File: src/rtl/shift_normalizer_if.sv
// Request/result bundle between a requester and the shift normalizer.
// Latency: none (pure wiring).
// Backpressure: none; the requester watches o_busy and i_start is dropped while busy.
interface shift_normalizer_if;
    logic        i_start;
    logic        i_mode;
    logic [31:0] i_data;
    logic        o_busy;
    logic        o_valid;
    logic [31:0] o_data;
    logic [4:0]  o_shift_count;
    logic        o_zero;

    modport master (
        output i_start, i_mode, i_data,
        input  o_busy, o_valid, o_data, o_shift_count, o_zero
    );

    modport slave (
        input  i_start, i_mode, i_data,
        output o_busy, o_valid, o_data, o_shift_count, o_zero
    );
endinterface

File: src/rtl/shift_normalizer.sv
// Normalizes a 32-bit operand left (leading zeros) or right (trailing zeros) by binary search.
// Latency: start accepted at E0, o_valid high for one cycle after E5; next start may follow at E7.
// Backpressure: none; i_start is only sampled in IDLE, requests while busy are dropped.
module shift_normalizer (
    input  logic              i_clk,
    input  logic              i_rst_n,
    shift_normalizer_if.slave bus
);

    localparam logic [1:0] S_IDLE = 2'd0;
    localparam logic [1:0] S_RUN  = 2'd1;
    localparam logic [1:0] S_DONE = 2'd2;

    logic [1:0]  state_q, state_d;
    logic [2:0]  step_q, step_d;
    logic [31:0] work_q, work_d;
    logic        mode_q, mode_d;
    logic [4:0]  cnt_q, cnt_d;
    logic [31:0] res_data_q, res_data_d;
    logic [4:0]  res_cnt_q, res_cnt_d;
    logic        res_zero_q, res_zero_d;

    // Current search step: width, zero test on the bits that would fall off, and shifted value.
    logic [5:0]  sh_w;
    logic        hit;
    logic [31:0] shifted;
    logic [31:0] step_work;
    logic [4:0]  step_cnt;

    // Shift width halves each step: 16, 8, 4, 2, 1.
    always_comb begin
        sh_w = 6'd1;
        case (step_q)
            3'd0:    sh_w = 6'd16;
            3'd1:    sh_w = 6'd8;
            3'd2:    sh_w = 6'd4;
            3'd3:    sh_w = 6'd2;
            default: sh_w = 6'd1;
        endcase
    end

    // Decide whether this step may shift: the w bits leaving the word must all be zero.
    always_comb begin
        hit       = 1'b0;
        shifted   = work_q;
        if (mode_q) begin
            hit     = ((work_q << (6'd32 - sh_w)) == 32'd0);
            shifted = work_q >> sh_w;
        end else begin
            hit     = ((work_q >> (6'd32 - sh_w)) == 32'd0);
            shifted = work_q << sh_w;
        end
        step_work = hit ? shifted : work_q;
        step_cnt  = hit ? (cnt_q + sh_w[4:0]) : cnt_q;
    end

    // Next-state logic for the IDLE -> RUN (5 steps) -> DONE -> IDLE sequence.
    always_comb begin
        state_d    = state_q;
        step_d     = step_q;
        work_d     = work_q;
        mode_d     = mode_q;
        cnt_d      = cnt_q;
        res_data_d = res_data_q;
        res_cnt_d  = res_cnt_q;
        res_zero_d = res_zero_q;
        case (state_q)
            S_IDLE: begin
                if (bus.i_start) begin
                    work_d  = bus.i_data;
                    mode_d  = bus.i_mode;
                    cnt_d   = 5'd0;
                    step_d  = 3'd0;
                    state_d = S_RUN;
                end
            end
            S_RUN: begin
                work_d = step_work;
                cnt_d  = step_cnt;
                step_d = step_q + 3'd1;
                if (step_q == 3'd4) begin
                    state_d = S_DONE;
                    // Shifting never turns a nonzero word into zero, so an all-zero
                    // working word means the captured operand was zero.
                    if (work_q == 32'd0) begin
                        res_data_d = 32'd0;
                        res_cnt_d  = 5'd0;
                        res_zero_d = 1'b1;
                    end else begin
                        res_data_d = step_work;
                        res_cnt_d  = step_cnt;
                        res_zero_d = 1'b0;
                    end
                end
            end
            S_DONE: begin
                state_d = S_IDLE;
            end
            default: begin
                state_d = S_IDLE;
            end
        endcase
    end

    // State and result registers; reset aborts any operation in flight.
    always_ff @(posedge i_clk or negedge i_rst_n) begin
        if (!i_rst_n) begin
            state_q    <= S_IDLE;
            step_q     <= 3'd0;
            work_q     <= 32'd0;
            mode_q     <= 1'b0;
            cnt_q      <= 5'd0;
            res_data_q <= 32'd0;
            res_cnt_q  <= 5'd0;
            res_zero_q <= 1'b0;
        end else begin
            state_q    <= state_d;
            step_q     <= step_d;
            work_q     <= work_d;
            mode_q     <= mode_d;
            cnt_q      <= cnt_d;
            res_data_q <= res_data_d;
            res_cnt_q  <= res_cnt_d;
            res_zero_q <= res_zero_d;
        end
    end

    assign bus.o_busy        = (state_q != S_IDLE);
    assign bus.o_valid       = (state_q == S_DONE);
    assign bus.o_data        = res_data_q;
    assign bus.o_shift_count = res_cnt_q;
    assign bus.o_zero        = res_zero_q;

endmodule

File: src/flat_wrapper.sv
// flat-port wrapper written by rule: the top's interface ports become plain ports
module shift_normalizer_flat 
  (i_clk, i_rst_n, bus_i_start, bus_i_mode, bus_i_data, bus_o_busy, bus_o_valid, bus_o_data, bus_o_shift_count, bus_o_zero);
  shift_normalizer_if bus_i ();
  input  logic i_clk;
  input  logic i_rst_n;
  input wire logic [$bits(bus_i.i_start)-1:0] bus_i_start;
  input wire logic [$bits(bus_i.i_mode)-1:0] bus_i_mode;
  input wire logic [$bits(bus_i.i_data)-1:0] bus_i_data;
  output wire logic [$bits(bus_i.o_busy)-1:0] bus_o_busy;
  output wire logic [$bits(bus_i.o_valid)-1:0] bus_o_valid;
  output wire logic [$bits(bus_i.o_data)-1:0] bus_o_data;
  output wire logic [$bits(bus_i.o_shift_count)-1:0] bus_o_shift_count;
  output wire logic [$bits(bus_i.o_zero)-1:0] bus_o_zero;
  assign bus_i.i_start = bus_i_start;
  assign bus_i.i_mode = bus_i_mode;
  assign bus_i.i_data = bus_i_data;
  assign bus_o_busy = bus_i.o_busy;
  assign bus_o_valid = bus_i.o_valid;
  assign bus_o_data = bus_i.o_data;
  assign bus_o_shift_count = bus_i.o_shift_count;
  assign bus_o_zero = bus_i.o_zero;
  shift_normalizer u_core (.i_clk(i_clk), .i_rst_n(i_rst_n), .bus(bus_i));
endmodule
File: config.mk
export PLATFORM = sky130hd
export DESIGN_NAME = shift_normalizer_flat
export DESIGN_NICKNAME = d
export VERILOG_FILES = /design/src/rtl/shift_normalizer_if.sv /design/src/rtl/shift_normalizer.sv /design/src/flat_wrapper.sv
export SDC_FILE = /design/constraint.sdc
export NUM_CORES = 1
export LEC_CHECK = 0
export CORE_ASPECT_RATIO = 0.7
export CORE_MARGIN = 4
export CORE_UTILIZATION = 45
export CTS_CLUSTER_DIAMETER = 100
export DETAILED_ROUTE_END_ITERATION = 10
export PLACE_DENSITY_LB_ADDON = 0.1
export SLEW_MARGIN = 15
export SYNTH_ARGS = -nofsm -noshare
export SYNTH_HDL_FRONTEND = slang
export SYNTH_SLANG_ARGS = --single-unit
File: constraint.sdc
create_clock -name i_clk -period 5.5 [get_ports i_clk]
set_input_delay 0.825 -clock i_clk [delete_from_list [all_inputs] [get_ports i_clk]]
set_output_delay 0.825 -clock i_clk [all_outputs]
set_load 0.05 [all_outputs]
==> results of run 1 <==
==> cell type report <==
type | count | area, um^2
multi-input combinational | 968 | 6980
clock buffer | 11 | 243
sequential | 81 | 2030
fill | 2035 | 10200
inverter | 16 | 60.1
clock inverter | 5 | 86.3
tap | 276 | 345
timing repair buffer | 107 | 1040
==> kinds of logic (layout without fill, tap and decap cells) <==
logic type	after synthesis	count (layout)
adder cells (fa/ha/maj)	9	9
XOR/XNOR	5	5
buffers and inverters	170	139
AO/OA/AOI/OAI	391	391
multiplexers	163	163
AND/OR/NAND/NOR	400	400
flip-flops	81	81
==> state kept, by name (all words and copies together) (netlist names) <==
register / count
u_core.bus.o_shift_count: 5
u_core.state_q: 2
u_core.bus.o_zero: 1
u_core.bus.o_data: 32
u_core.cnt_q: 5
u_core.step_q: 3
u_core.work_q: 32
u_core.mode_q: 1
==> layer usage <==
layer | track usage [%] | vias to the layer above | wire [um]
met1 | 51.2 | 4976 | 18100
met5 | 0 | - | 0
met2 | 45.6 | 781 | 16100
li1 | - | 4549 | -
met4 | 7.57 | 0 | 942
met3 | 9.71 | 73 | 5930
==> through the flow <==
| step | setup WS [ns] | util [%] | hold slack (ns) |
|---|---|---|---|
| after global placement | 1.21 | 49.8 | 0.464 |
| after global routing | 0.865 | 51.4 | 0.500 |
| final | 1.02 | 51.4 | 0.485 |
| after CTS | 1.19 | 51.4 | 0.487 |
| after floorplan | 0.0229 | - | 0.502 |
| after detailed placement | 1.23 | 49.8 | 0.472 |
==> worst max-delay path, delay by kind of cell, from the launching register on <==
family                     cells  cell delay (ns)
adders and majority gates      3             0.64
buffers and inverters          4             1.20
DFF                            1             0.42
and+or+nand+nor                1             0.45
AOI/OAI and AO/OA              7             1.64
==> layout by cell type, fill, tap and decap left out, types with 11 or more instances in the layout <==
cell type / instances
sky130_fd_sc_hd__nor2b_1: 21
sky130_fd_sc_hd__mux2i_1: 101
sky130_fd_sc_hd__mux4_2: 25
sky130_fd_sc_hd__clkdlybuf4s50_1: 74
sky130_fd_sc_hd__a211o_1: 12
sky130_fd_sc_hd__a22oi_1: 13
sky130_fd_sc_hd__mux2_2: 36
sky130_fd_sc_hd__a21oi_1: 47
sky130_fd_sc_hd__a211oi_1: 23
sky130_fd_sc_hd__o21ai_0: 74
sky130_fd_sc_hd__o31ai_1: 20
sky130_fd_sc_hd__nor4_1: 11
sky130_fd_sc_hd__and3_1: 34
sky130_fd_sc_hd__o211ai_1: 27
sky130_fd_sc_hd__nand2_1: 123
sky130_fd_sc_hd__buf_4: 29
sky130_fd_sc_hd__nor2_1: 84
sky130_fd_sc_hd__nor3_1: 22
sky130_fd_sc_hd__nand2b_1: 31
sky130_fd_sc_hd__o22ai_1: 16
sky130_fd_sc_hd__inv_1: 13
sky130_fd_sc_hd__dfrtp_1: 79
sky130_fd_sc_hd__a221o_1: 31
sky130_fd_sc_hd__nand3_1: 17
sky130_fd_sc_hd__o21ai_1: 24
sky130_fd_sc_hd__and2_1: 19
==> how the worst max path moves through the flow <==
stage          cells after the start                         start  slack (ns)                       endpoint
2_1_floorplan                     24  u_core.step_q[2]$_DFFE_PN0P_        0.02  u_core.work_q[27]$_DFFE_PN0P_
3_3_place_gp                      15  u_core.step_q[2]$_DFFE_PN0P_        1.21  u_core.work_q[18]$_DFFE_PN0P_
3_5_place_dp                      15  u_core.step_q[0]$_DFFE_PN0P_        1.23  u_core.work_q[27]$_DFFE_PN0P_
4_1_cts                           15  u_core.step_q[2]$_DFFE_PN0P_        1.19  u_core.work_q[13]$_DFFE_PN0P_
5_1_grt                           15  u_core.step_q[0]$_DFFE_PN0P_        0.87  u_core.work_q[27]$_DFFE_PN0P_
6_report                          15  u_core.step_q[0]$_DFFE_PN0P_        1.02  u_core.work_q[13]$_DFFE_PN0P_
==> reports/results.md, run 1 <==
| Result | Value | Unit |
|:---|:---|:---|
| Horizontal die dimension | 183 | um |
| Postcts setup bufs | 0 | - |
| Library cell contributing the largest single delay on the critical path | sky130_fd_sc_hd__buf_4 | - |
| Worst-path cell chain | ha_1 -> ha_4 -> inv_2 -> ha_1 -> buf_4 -> clkinv_1 -> a211oi_1 -> o221ai_1 -> o21ai_0 -> o32a_1 -> a31oi_1 -> o32ai_4 -> buf_12 -> and2_1 -> a221o_1 | - |
| Most prevalent standard cell on the critical path | sky130_fd_sc_hd__ha_1 | - |
| Count of H-tree levels built during CTS | 3 | - |
| Worst setup path category | flip-flop to flip-flop | - |
| Cell at the root of the clock tree | sky130_fd_sc_hd__clkbuf_16 | - |
| WHS Path Cells | 2 | - |
| Slew of the pin with the lowest slew margin | 1.12 | ns |
| Portion of the post-synthesis area used by sequential elements | 20.9 | % |
| Synthesis-stage register bit count | 81 | - |
| Crit path max fanout | 45 | - |
| Simple logic cell fraction of the synthesized area | 20.3 | % |
| Arrival time at the worst endpoint | 4.76 | ns |
| Core area | 21000 | um^2 |
| Starting density of the core | 46.2 | % |
| Die outline height | 131 | um |
| Routability-driven placement congestion ratio | 1.01 | - |
| Number of gates resized after cts | 0 | - |
| Via/cell ratio | 7.09 | - |
| Synthesized area divided by synthesized cell count | 7.96 | um^2 |
| Number of cell rows | 44 | - |
| Final global-route overflow total | 0 | - |
| Capturing element type of the critical path | flip-flop | - |
| Primary FF master, synth | sky130_fd_sc_hd__dfrtp_1 | - |
| Setup crit start kind | flip-flop | - |
| Total DRC errors in the routed layout | 0 | - |
| Top-level I/O count | 76 | - |
| CTS Sinks | 81 | - |
| Clock transition at the register clock pins on the worst setup and hold paths after CTS | 0.07 | ns |
| Violation count after the first detailed-routing iteration | 1934 | - |
| Yosys top cell by area | sky130_fd_sc_hd__dfrtp_1 | - |
| Setup total negative slack | 0 | ns |
| Hpwl dp | 27900 | um |
| Antenna violations before repair | 0 | - |
| Worst r2r path cells | 15 | - |
| Number of distinct standard cells referenced by the synthesized netlist | 84 | - |
| Fraction of synthesized cell area taken by the top area cell type | 20.9 | % |
| Worst hold path class | flip-flop to flip-flop | - |
| Final non-filler cell area | 10800 | um^2 |
| Hold Path Origin | u_core.bus.o_data[10]$_DFFE_PN0P_ | - |
| Biggest cell delay along the critical path | 0.46 | ns |
| Register-to-Register Setup Slack | 1.02 | ns |
| Total die area | 24000 | um^2 |
| Mapped Nets | 1264 | - |
| Overall fraction of global-route tracks in use | 33.3 | % |
| Buffers added on ports | 75 | - |
| Maximum number of pins on one net before global-route repair | 167 | - |
| List of most frequent post-synthesis cells | sky130_fd_sc_hd__nand2_1, sky130_fd_sc_hd__clkbuf_1, sky130_fd_sc_hd__mux2i_1 | - |
| Worst max-slew margin expressed relative to the limit | 25.2 | % |
| Period Utilization, post-route | 81.5 | % |
| DP Area | 10500 | um^2 |
| Ant diodes | 0 | - |
| Adder-cell share of the synthesized area | 1.24 | % |
| Xor and xnor area share after synthesis | 0.452 | % |
| Via Count | 10400 | - |
| Post-synthesis async set-or-reset flop share | 100 | % |
| Max Fclk | 223 | MHz |
| Number of buffers added to fix hold violations after cts | 0 | - |
| Destination of the worst register-to-register timing path | u_core.work_q[13]$_DFFE_PN0P_ | - |
| Number of detailed-routing iterations run before antenna repair | 6 | - |
| CTS max path bufs | 2 | - |
| Combinational family with the most area after synthesis | compound AO/OA/AOI/OAI gates | - |
| Synth area leaders | sky130_fd_sc_hd__dfrtp_1, sky130_fd_sc_hd__mux2i_1, sky130_fd_sc_hd__mux4_2 | - |
| Status | completed | - |
| Share of cell area taken by muxes after synthesis | 20.5 | % |
| Via count of the first global-routing pass | 9308 | - |
| Final number of max-transition violations | 0 | - |
| Post-route minimum period | 4.48 | ns |
| Unrepaired setup endpoints after global routing | no | - |
| Clock tree from TritonCTS | yes | - |
| Worst Hold Path EP | u_core.bus.o_data[10]$_DFFE_PN0P_ | - |
| Number of warnings printed during yosys synthesis | 0 | - |
| Post-synthesis compound-gate area fraction | 29.1 | % |
| Clock buffer count from CTS | 9 | - |
| Most common cell in the netlist | sky130_fd_sc_hd__nand2_1 | - |
| Count of non-filler cells in the finished layout | 1464 | - |
| Required time of the worst setup path | 5.78 | ns |
| Final Hold Violating Endpoints | 0 | - |
| First-pass GRT wire length | 61200 | um |
| Max-capacitance violation count | 0 | - |
| Number of nets with antenna violations after routing | 0 | - |
| Clock insertion delay at the later pin of the skew report | 0.34 | ns |
| Worst Clk Skew | 0.00968 | ns |
| Wirelength, routed | 41100 | um |
| Per-cell routed wire length | 28.1 | um |
| Final setup violating endpoints | 0 | - |
| Proportion of layout cells with a drive suffix above 1 | 11.9 | % |
| Startpoint of the most critical register-to-register path | u_core.step_q[0]$_DFFE_PN0P_ | - |
| Post-layout net count | 1228 | - |
| Combined area of all synthesized cells | 9700 | um^2 |
| Post-synthesis cell count | 1219 | - |
| Relative area change from synthesis to final layout | 11.2 | % |
| Number of synthesized flops with an enable pin | 0 | - |
| Placed cell count | 1448 | - |
Power of run 1 is left out: the tool's default activity adds up to more than one toggle a clock period on the data nets, which glitch-free logic cannot reach.
==> run 2, diff against run 1 <==
==> constraint.sdc (replaced) <==
create_clock -name i_clk -period 4.4 [get_ports i_clk]
set_input_delay 0.66 -clock i_clk [delete_from_list [all_inputs] [get_ports i_clk]]
set_output_delay 0.66 -clock i_clk [all_outputs]
set_load 0.05 [all_outputs]
==> reports/results.md, run 2 (synthesized netlist as in run 1, its figures left out) <==
| Result | Value | Unit | Change |
|:---|:---|:---|:---|
| CTS Sinks | 81 | - | unchanged |
| Horizontal die dimension | 183 | um | unchanged |
| DR WL met2 | 16900 | um | +4.6% |
| Max Fclk | 237 | MHz | +6.2% |
| Final number of max-transition violations | 0 | - | unchanged |
| Worst setup path category | flip-flop to flip-flop | - |  |
| Worst r2r path cells | 14 | - | -1 |
| Crit path buffers/inverters | 4 | - | unchanged |
| Unrepaired setup endpoints after global routing | no | - |  |
| First-pass GRT wire length | 63400 | um | +3.6% |
| Library cell contributing the largest single delay on the critical path | sky130_fd_sc_hd__mux4_2 | - |  |
| Total die area | 24000 | um^2 | unchanged |
| Ant diodes | 0 | - | unchanged |
| Overall fraction of global-route tracks in use | 34.9 | % | +1.6 points |
| Count of H-tree levels built during CTS | 3 | - | unchanged |
| Clock transition at the register clock pins on the worst setup and hold paths after CTS | 0.07 | ns | about the same |
| Buffers added on ports | 75 | - | unchanged |
| Postcts setup bufs | 0 | - | unchanged |
| Cell at the root of the clock tree | sky130_fd_sc_hd__clkbuf_16 | - |  |
| Proportion of layout cells with a drive suffix above 1 | 15.2 | % | +3.4 points |
| Filler cells | 2042 | - | +0.34% |
| Capturing element type of the critical path | flip-flop | - |  |
| Hpwl dp | 30900 | um | +11% |
| Routability-driven placement congestion ratio | 1.04 | - | +2.9% |
| Max-capacitance violation count | 0 | - | unchanged |
| Clock insertion delay at the later pin of the skew report | 0.35 | ns | about the same |
| Via count of the first global-routing pass | 9379 | - | +0.76% |
| Final non-filler cell area | 11100 | um^2 | +3.1% |
| Worst Clk Skew | 0.00860 | ns | -0.00108 ns |
| Most prevalent standard cell on the critical path | sky130_fd_sc_hd__buf_12 | - |  |
| Core area | 21000 | um^2 | unchanged |
| CP top delay family | compound AO/OA/AOI/OAI gates | - |  |
| Number of buffers added to fix hold violations after cts | 0 | - | unchanged |
| Required time of the worst setup path | 4.60 | ns | -1.18 ns |
| Final global-route overflow total | 0 | - | unchanged |
| Biggest cell delay along the critical path | 0.59 | ns | +0.13 ns |
| Length of routed met3 wiring | 6390 | um | +7.7% |
| Worst max-slew margin expressed relative to the limit | 38.1 | % | +13 points |
| Period Utilization, post-route | 95.9 | % | +14 points |
| Worst hold path class | input pin to async pin | - |  |
| Status | completed | - |  |
| Clock buffer count from CTS | 9 | - | unchanged |
| Wirelength, routed | 43000 | um | +4.8% |
| Worst-path cell chain | inv_6 -> ha_4 -> buf_12 -> mux4_2 -> mux2_2 -> o221ai_1 -> o21ai_0 -> nor3_1 -> a41oi_1 -> o32ai_4 -> buf_12 -> buf_4 -> o2111a_1 -> a221oi_2 | - |  |
| Arrival time at the worst endpoint | 4.42 | ns | -0.34 ns |
| Number of cell rows | 44 | - | unchanged |
| Setup crit start kind | flip-flop | - |  |
| Via Count | 10600 | - | +1.7% |
| Clock tree from TritonCTS | yes | - |  |
| Final Hold Violating Endpoints | 0 | - | unchanged |
| Relative area change from synthesis to final layout | 14.6 | % |  |
| Register-to-Register Setup Slack | 0.18 | ns | -0.84 ns |
| Starting density of the core | 46.2 | % | unchanged |
| Most used cells in the layout excluding fill and tap cells | sky130_fd_sc_hd__nand2_1, sky130_fd_sc_hd__mux2i_1, sky130_fd_sc_hd__nor2_1 | - |  |
| Metal-1 WL | 19200 | um | +6.0% |
| Top-level I/O count | 76 | - | unchanged |
| Die outline height | 131 | um | unchanged |
| Per-cell routed wire length | 28.6 | um | +2.1% |
| Crit path max fanout | 96 | - | +110% |
| Violation count after the first detailed-routing iteration | 1905 | - | -1.5% |
| Post-route minimum period | 4.22 | ns | -0.262 ns |
| Number of detailed-routing iterations run before antenna repair | 7 | - | +1 |
| Destination of the worst register-to-register timing path | u_core.work_q[7]$_DFFE_PN0P_ | - |  |
| Number of nets with antenna violations after routing | 0 | - | unchanged |
| CTS max path bufs | 2 | - | unchanged |
| Total DRC errors in the routed layout | 0 | - | unchanged |
| Antenna violations before repair | 1 | - | +1 |
| Startpoint of the most critical register-to-register path | u_core.step_q[2]$_DFFE_PN0P_ | - |  |
| Number of gates resized after cts | 0 | - | unchanged |
| Most common cell after layout, fill and taps aside | sky130_fd_sc_hd__nand2_1 | - |  |
| Via/cell ratio | 7.02 | - | -0.92% |
| Highest layer used for signal routing | met4 | - |  |
| DP Area | 10800 | um^2 | +3.4% |
| Post-layout net count | 1267 | - | +3.2% |
| Slew of the pin with the lowest slew margin | 0.926 | ns | -0.196 ns |
| Final cell utilization of the core | 53.0 | % | +1.6 points |
| Maximum number of pins on one net before global-route repair | 131 | - | -22% |
| Final setup violating endpoints | 0 | - | unchanged |
-- run 2: worst max-delay path by stage --
stage | from | to | slack [ns] | cells after the start
floorplan | u_core.step_q[2]$_DFFE_PN0P_ | u_core.work_q[27]$_DFFE_PN0P_ | -0.03 | 23
global placement | u_core.step_q[2]$_DFFE_PN0P_ | u_core.work_q[14]$_DFFE_PN0P_ | 0.33 | 16
detailed placement | u_core.step_q[2]$_DFFE_PN0P_ | u_core.work_q[17]$_DFFE_PN0P_ | 0.26 | 13
CTS | u_core.step_q[2]$_DFFE_PN0P_ | u_core.work_q[7]$_DFFE_PN0P_ | 0.25 | 14
global route | u_core.step_q[0]$_DFFE_PN0P_ | u_core.work_q[2]$_DFFE_PN0P_ | 0.03 | 13
finish | u_core.step_q[2]$_DFFE_PN0P_ | u_core.work_q[7]$_DFFE_PN0P_ | 0.18 | 14
-- run 2: metal layers --
metal  vias up  global-route usage (%)
li1       4621                       -
met1      5102                    54.0
met2       781                    47.7
met3        53                    11.2
met4         0                    5.82
met5         -                       0
-- run 2: final cells by class --
| cell class | count | area [um^2] | share of cell area [%] |
|---|---|---|---|
| clock inverters | 6 | 72.6 | 0.653 |
| multi-input cells | 968 | 7030 | 63.2 |
| clock buffers | 10 | 239 | 2.15 |
| well taps | 276 | 345 | 3.11 |
| flip-flops and latches | 81 | 2030 | 18.3 |
| inverters | 16 | 66.3 | 0.597 |
| repair buffers | 146 | 1330 | 12.0 |
-- run 2: through the flow --
step | setup slack, ns | hold WS [ns] | cells | setup TNS [ns]
after floorplan | -0.0285 | 0.364 | 1219 | -0.375
after global placement | 0.330 | 0.464 | 1487 | 0
after detailed placement | 0.265 | 0.472 | 1487 | 0
after CTS | 0.253 | 0.408 | 1503 | 0
after global routing | 0.0323 | 0.436 | 1503 | 0
final | 0.179 | 0.379 | 1503 | 0
Power of run 2 is left out for the same reason.
==> run 3, diff against run 2 <==
--- a/config.mk
+++ b/config.mk
@@ -10,8 +10,10 @@
 export CORE_UTILIZATION = 45
 export CTS_CLUSTER_DIAMETER = 100
 export DETAILED_ROUTE_END_ITERATION = 10
+export HOLD_SLACK_MARGIN = 0.12
 export PLACE_DENSITY_LB_ADDON = 0.1
 export SLEW_MARGIN = 15
 export SYNTH_ARGS = -nofsm -noshare
 export SYNTH_HDL_FRONTEND = slang
 export SYNTH_SLANG_ARGS = --single-unit
+export TNS_END_PERCENT = 5
==> reports/results.md, run 3 (synthesized netlist as in run 1, its figures left out) <==
| Result | Value | Unit | Change |
|:---|:---|:---|:---|
| Number of cells on the critical path | 13 | - | -1 |
| Violation count after the first detailed-routing iteration | 1515 | - | -20% |
| CTS Sinks | 81 | - | unchanged |
| First-pass GRT wire length | 62200 | um | -1.9% |
| Buffers added on ports | 75 | - | unchanged |
| CP top delay family | compound AO/OA/AOI/OAI gates | - |  |
| Core area | 21000 | um^2 | unchanged |
| Starting density of the core | 46.2 | % | unchanged |
| Multi-input combinational cell area | 7030 | um^2 | about the same |
| Hold Slack | 0.318 | ns | -0.0609 ns |
| Post-layout net count | 1261 | - | -0.47% |
| Wirelength, routed | 42000 | um | -2.5% |
| Number of nets with antenna violations after routing | 0 | - | unchanged |
| Arrival time at the worst endpoint | 4.38 | ns | -0.04 ns |
| Total DRC errors in the routed layout | 0 | - | unchanged |
| Biggest cell delay along the critical path | 0.59 | ns | about the same |
| Clock buffer count from CTS | 9 | - | unchanged |
| Post-route minimum period | 4.15 | ns | -0.0748 ns |
| Total die area | 24000 | um^2 | unchanged |
| Via Count | 10500 | - | -0.43% |
| Clock tree from TritonCTS | yes | - |  |
| Horizontal die dimension | 183 | um | unchanged |
| Worst hold path class | input pin to async pin | - |  |
| Ant diodes | 0 | - | unchanged |
| Worst setup path category | flip-flop to flip-flop | - |  |
| Final Hold Violating Endpoints | 0 | - | unchanged |
| Register-to-Register Setup Slack | 0.25 | ns | +0.07 ns |
| Period Utilization, post-route | 94.2 | % | -1.7 points |
| Max Fclk | 241 | MHz | +1.8% |
| Clock insertion delay at the later pin of the skew report | 0.36 | ns | about the same |
| Most used cells in the layout excluding fill and tap cells | sky130_fd_sc_hd__nand2_1, sky130_fd_sc_hd__mux2i_1, sky130_fd_sc_hd__nor2_1 | - |  |
| Status | completed | - |  |
| Proportion of layout cells with a drive suffix above 1 | 14.9 | % | -0.33 points |
| Hpwl dp | 30200 | um | -2.5% |
| Launching element of the worst setup path | u_core.step_q[0]$_DFFE_PN0P_ | - |  |
| Relative area change from synthesis to final layout | 14.3 | % |  |
| Per-cell routed wire length | 28.0 | um | -2.1% |
| Worst-path cell chain | ha_1 -> ha_4 -> buf_12 -> mux4_2 -> mux2_2 -> o221ai_1 -> o21ai_0 -> nor3_1 -> a41oi_1 -> o32ai_4 -> o21bai_4 -> buf_4 -> a221o_1 | - |  |
| Via count of the first global-routing pass | 9272 | - | -1.1% |
| Worst setup path end | u_core.work_q[27]$_DFFE_PN0P_ | - |  |
| Die outline height | 131 | um | unchanged |
| CTS max path bufs | 2 | - | unchanged |
| Required time of the worst setup path | 4.63 | ns | +0.03 ns |
| Final global-route overflow total | 0 | - | unchanged |
| Routability-driven placement congestion ratio | 0.996 | - | -3.9% |
| Setup crit start kind | flip-flop | - |  |
| Crit path max fanout | 96 | - | unchanged |
| Most common cell after layout, fill and taps aside | sky130_fd_sc_hd__nand2_1 | - |  |
| Filler cells | 2039 | - | -0.15% |
| Clock transition at the register clock pins on the worst setup and hold paths after CTS | 0.07 | ns | about the same |
| Startpoint of the most critical register-to-register path | u_core.step_q[0]$_DFFE_PN0P_ | - |  |
| Worst Clk Skew | 0.0107 | ns | +0.00206 ns |
| Sequential cell area | 2030 | um^2 | unchanged |
| Slew of the pin with the lowest slew margin | 1.04 | ns | +0.119 ns |
| Via/cell ratio | 7.02 | - | about the same |
| Antenna violations before repair | 1 | - | unchanged |
| Final setup violating endpoints | 0 | - | unchanged |
| Worst r2r path cells | 13 | - | -1 |
| Final number of max-transition violations | 0 | - | unchanged |
| Count of H-tree levels built during CTS | 3 | - | unchanged |
| Library cell contributing the largest single delay on the critical path | sky130_fd_sc_hd__mux4_2 | - |  |
| Destination of the worst register-to-register timing path | u_core.work_q[27]$_DFFE_PN0P_ | - |  |
| Worst max-slew margin expressed relative to the limit | 29.8 | % | -8.2 points |
| Capturing element type of the critical path | flip-flop | - |  |
| Crit path buffers/inverters | 2 | - | -2 |
| Number of detailed-routing iterations run before antenna repair | 7 | - | unchanged |
| Overall fraction of global-route tracks in use | 34.0 | % | -0.94 points |
| Number of cell rows | 44 | - | unchanged |
| Cell at the root of the clock tree | sky130_fd_sc_hd__clkbuf_16 | - |  |
| Max-capacitance violation count | 0 | - | unchanged |
| Top-level I/O count | 76 | - | unchanged |
| Unrepaired setup endpoints after global routing | no | - |  |
| Maximum number of pins on one net before global-route repair | 97 | - | -26% |
run 3: area by class of cell:
type,count,share of cell area (%)
clock inverter,7,0.970
sequential,81,18.3
tap,276,3.11
timing repair buffer,140,11.6
multi-input combinational,968,63.4
inverter,16,0.598
clock buffer,9,2.03
run 3: layer usage:
layer  global-route usage (%)  vias up  part of all wire, %
li1                         -     4620                    -
met1                     52.8     5085                   46
met2                     45.1      743                   39
met3                     11.1       64                   14
met4                     6.96        0                  2.2
met5                        0        -                    0
run 3: per-stage QoR:
step           setup slack (ns)  cell area [um^2]  instances  TNS [ns]  util, %
2_1_floorplan           -0.0285              9890       1219    -0.398        -
3_3_place_gp              0.310             10800       1481         0     51.3
3_5_place_dp              0.256             10800       1481         0     51.3
4_1_cts                   0.232             11100       1497         0     52.9
5_1_grt                   0.106             11100       1497         0     52.9
6_report                  0.254             11100       1497         0     52.9
run 3: worst min path at each step:
stage / from / cells past startpoint / to / slack [ns]
after floorplan: i_rst_n / 0 / u_core.bus.o_data[0]$_DFFE_PN0P_ / 0.36
after global placement: u_core.bus.o_zero$_DFFE_PN0P_ / 2 / u_core.bus.o_zero$_DFFE_PN0P_ / 0.46
after detailed placement: u_core.bus.o_zero$_DFFE_PN0P_ / 2 / u_core.bus.o_zero$_DFFE_PN0P_ / 0.47
after CTS: i_rst_n / 1 / u_core.bus.o_shift_count[4]$_DFFE_PN0P_ / 0.33
after global routing: i_rst_n / 1 / u_core.bus.o_zero$_DFFE_PN0P_ / 0.36
final: i_rst_n / 1 / u_core.bus.o_zero$_DFFE_PN0P_ / 0.32
run 3: worst reg2reg max path, cell delays in order, from the launching register on:
cell and delay [ns]:
sky130_fd_sc_hd__dfrtp_1 0.42, sky130_fd_sc_hd__ha_1 0.22, sky130_fd_sc_hd__ha_4 0.17, sky130_fd_sc_hd__buf_12 0.34, sky130_fd_sc_hd__mux4_2 0.70, sky130_fd_sc_hd__mux2_2 0.29
sky130_fd_sc_hd__o221ai_1 0.19, sky130_fd_sc_hd__o21ai_0 0.12, sky130_fd_sc_hd__nor3_1 0.17, sky130_fd_sc_hd__a41oi_1 0.21, sky130_fd_sc_hd__o32ai_4 0.45, sky130_fd_sc_hd__o21bai_4 0.12
sky130_fd_sc_hd__buf_4 0.25, sky130_fd_sc_hd__a221o_1 0.39
run 3: what timing repair did:
item,in CTS,in global routing
setup endpoints to repair,0,9
setup buffers,0,0
hold buffers,0,0
resized for setup,0,1
Power of run 3 is left out for the same reason.
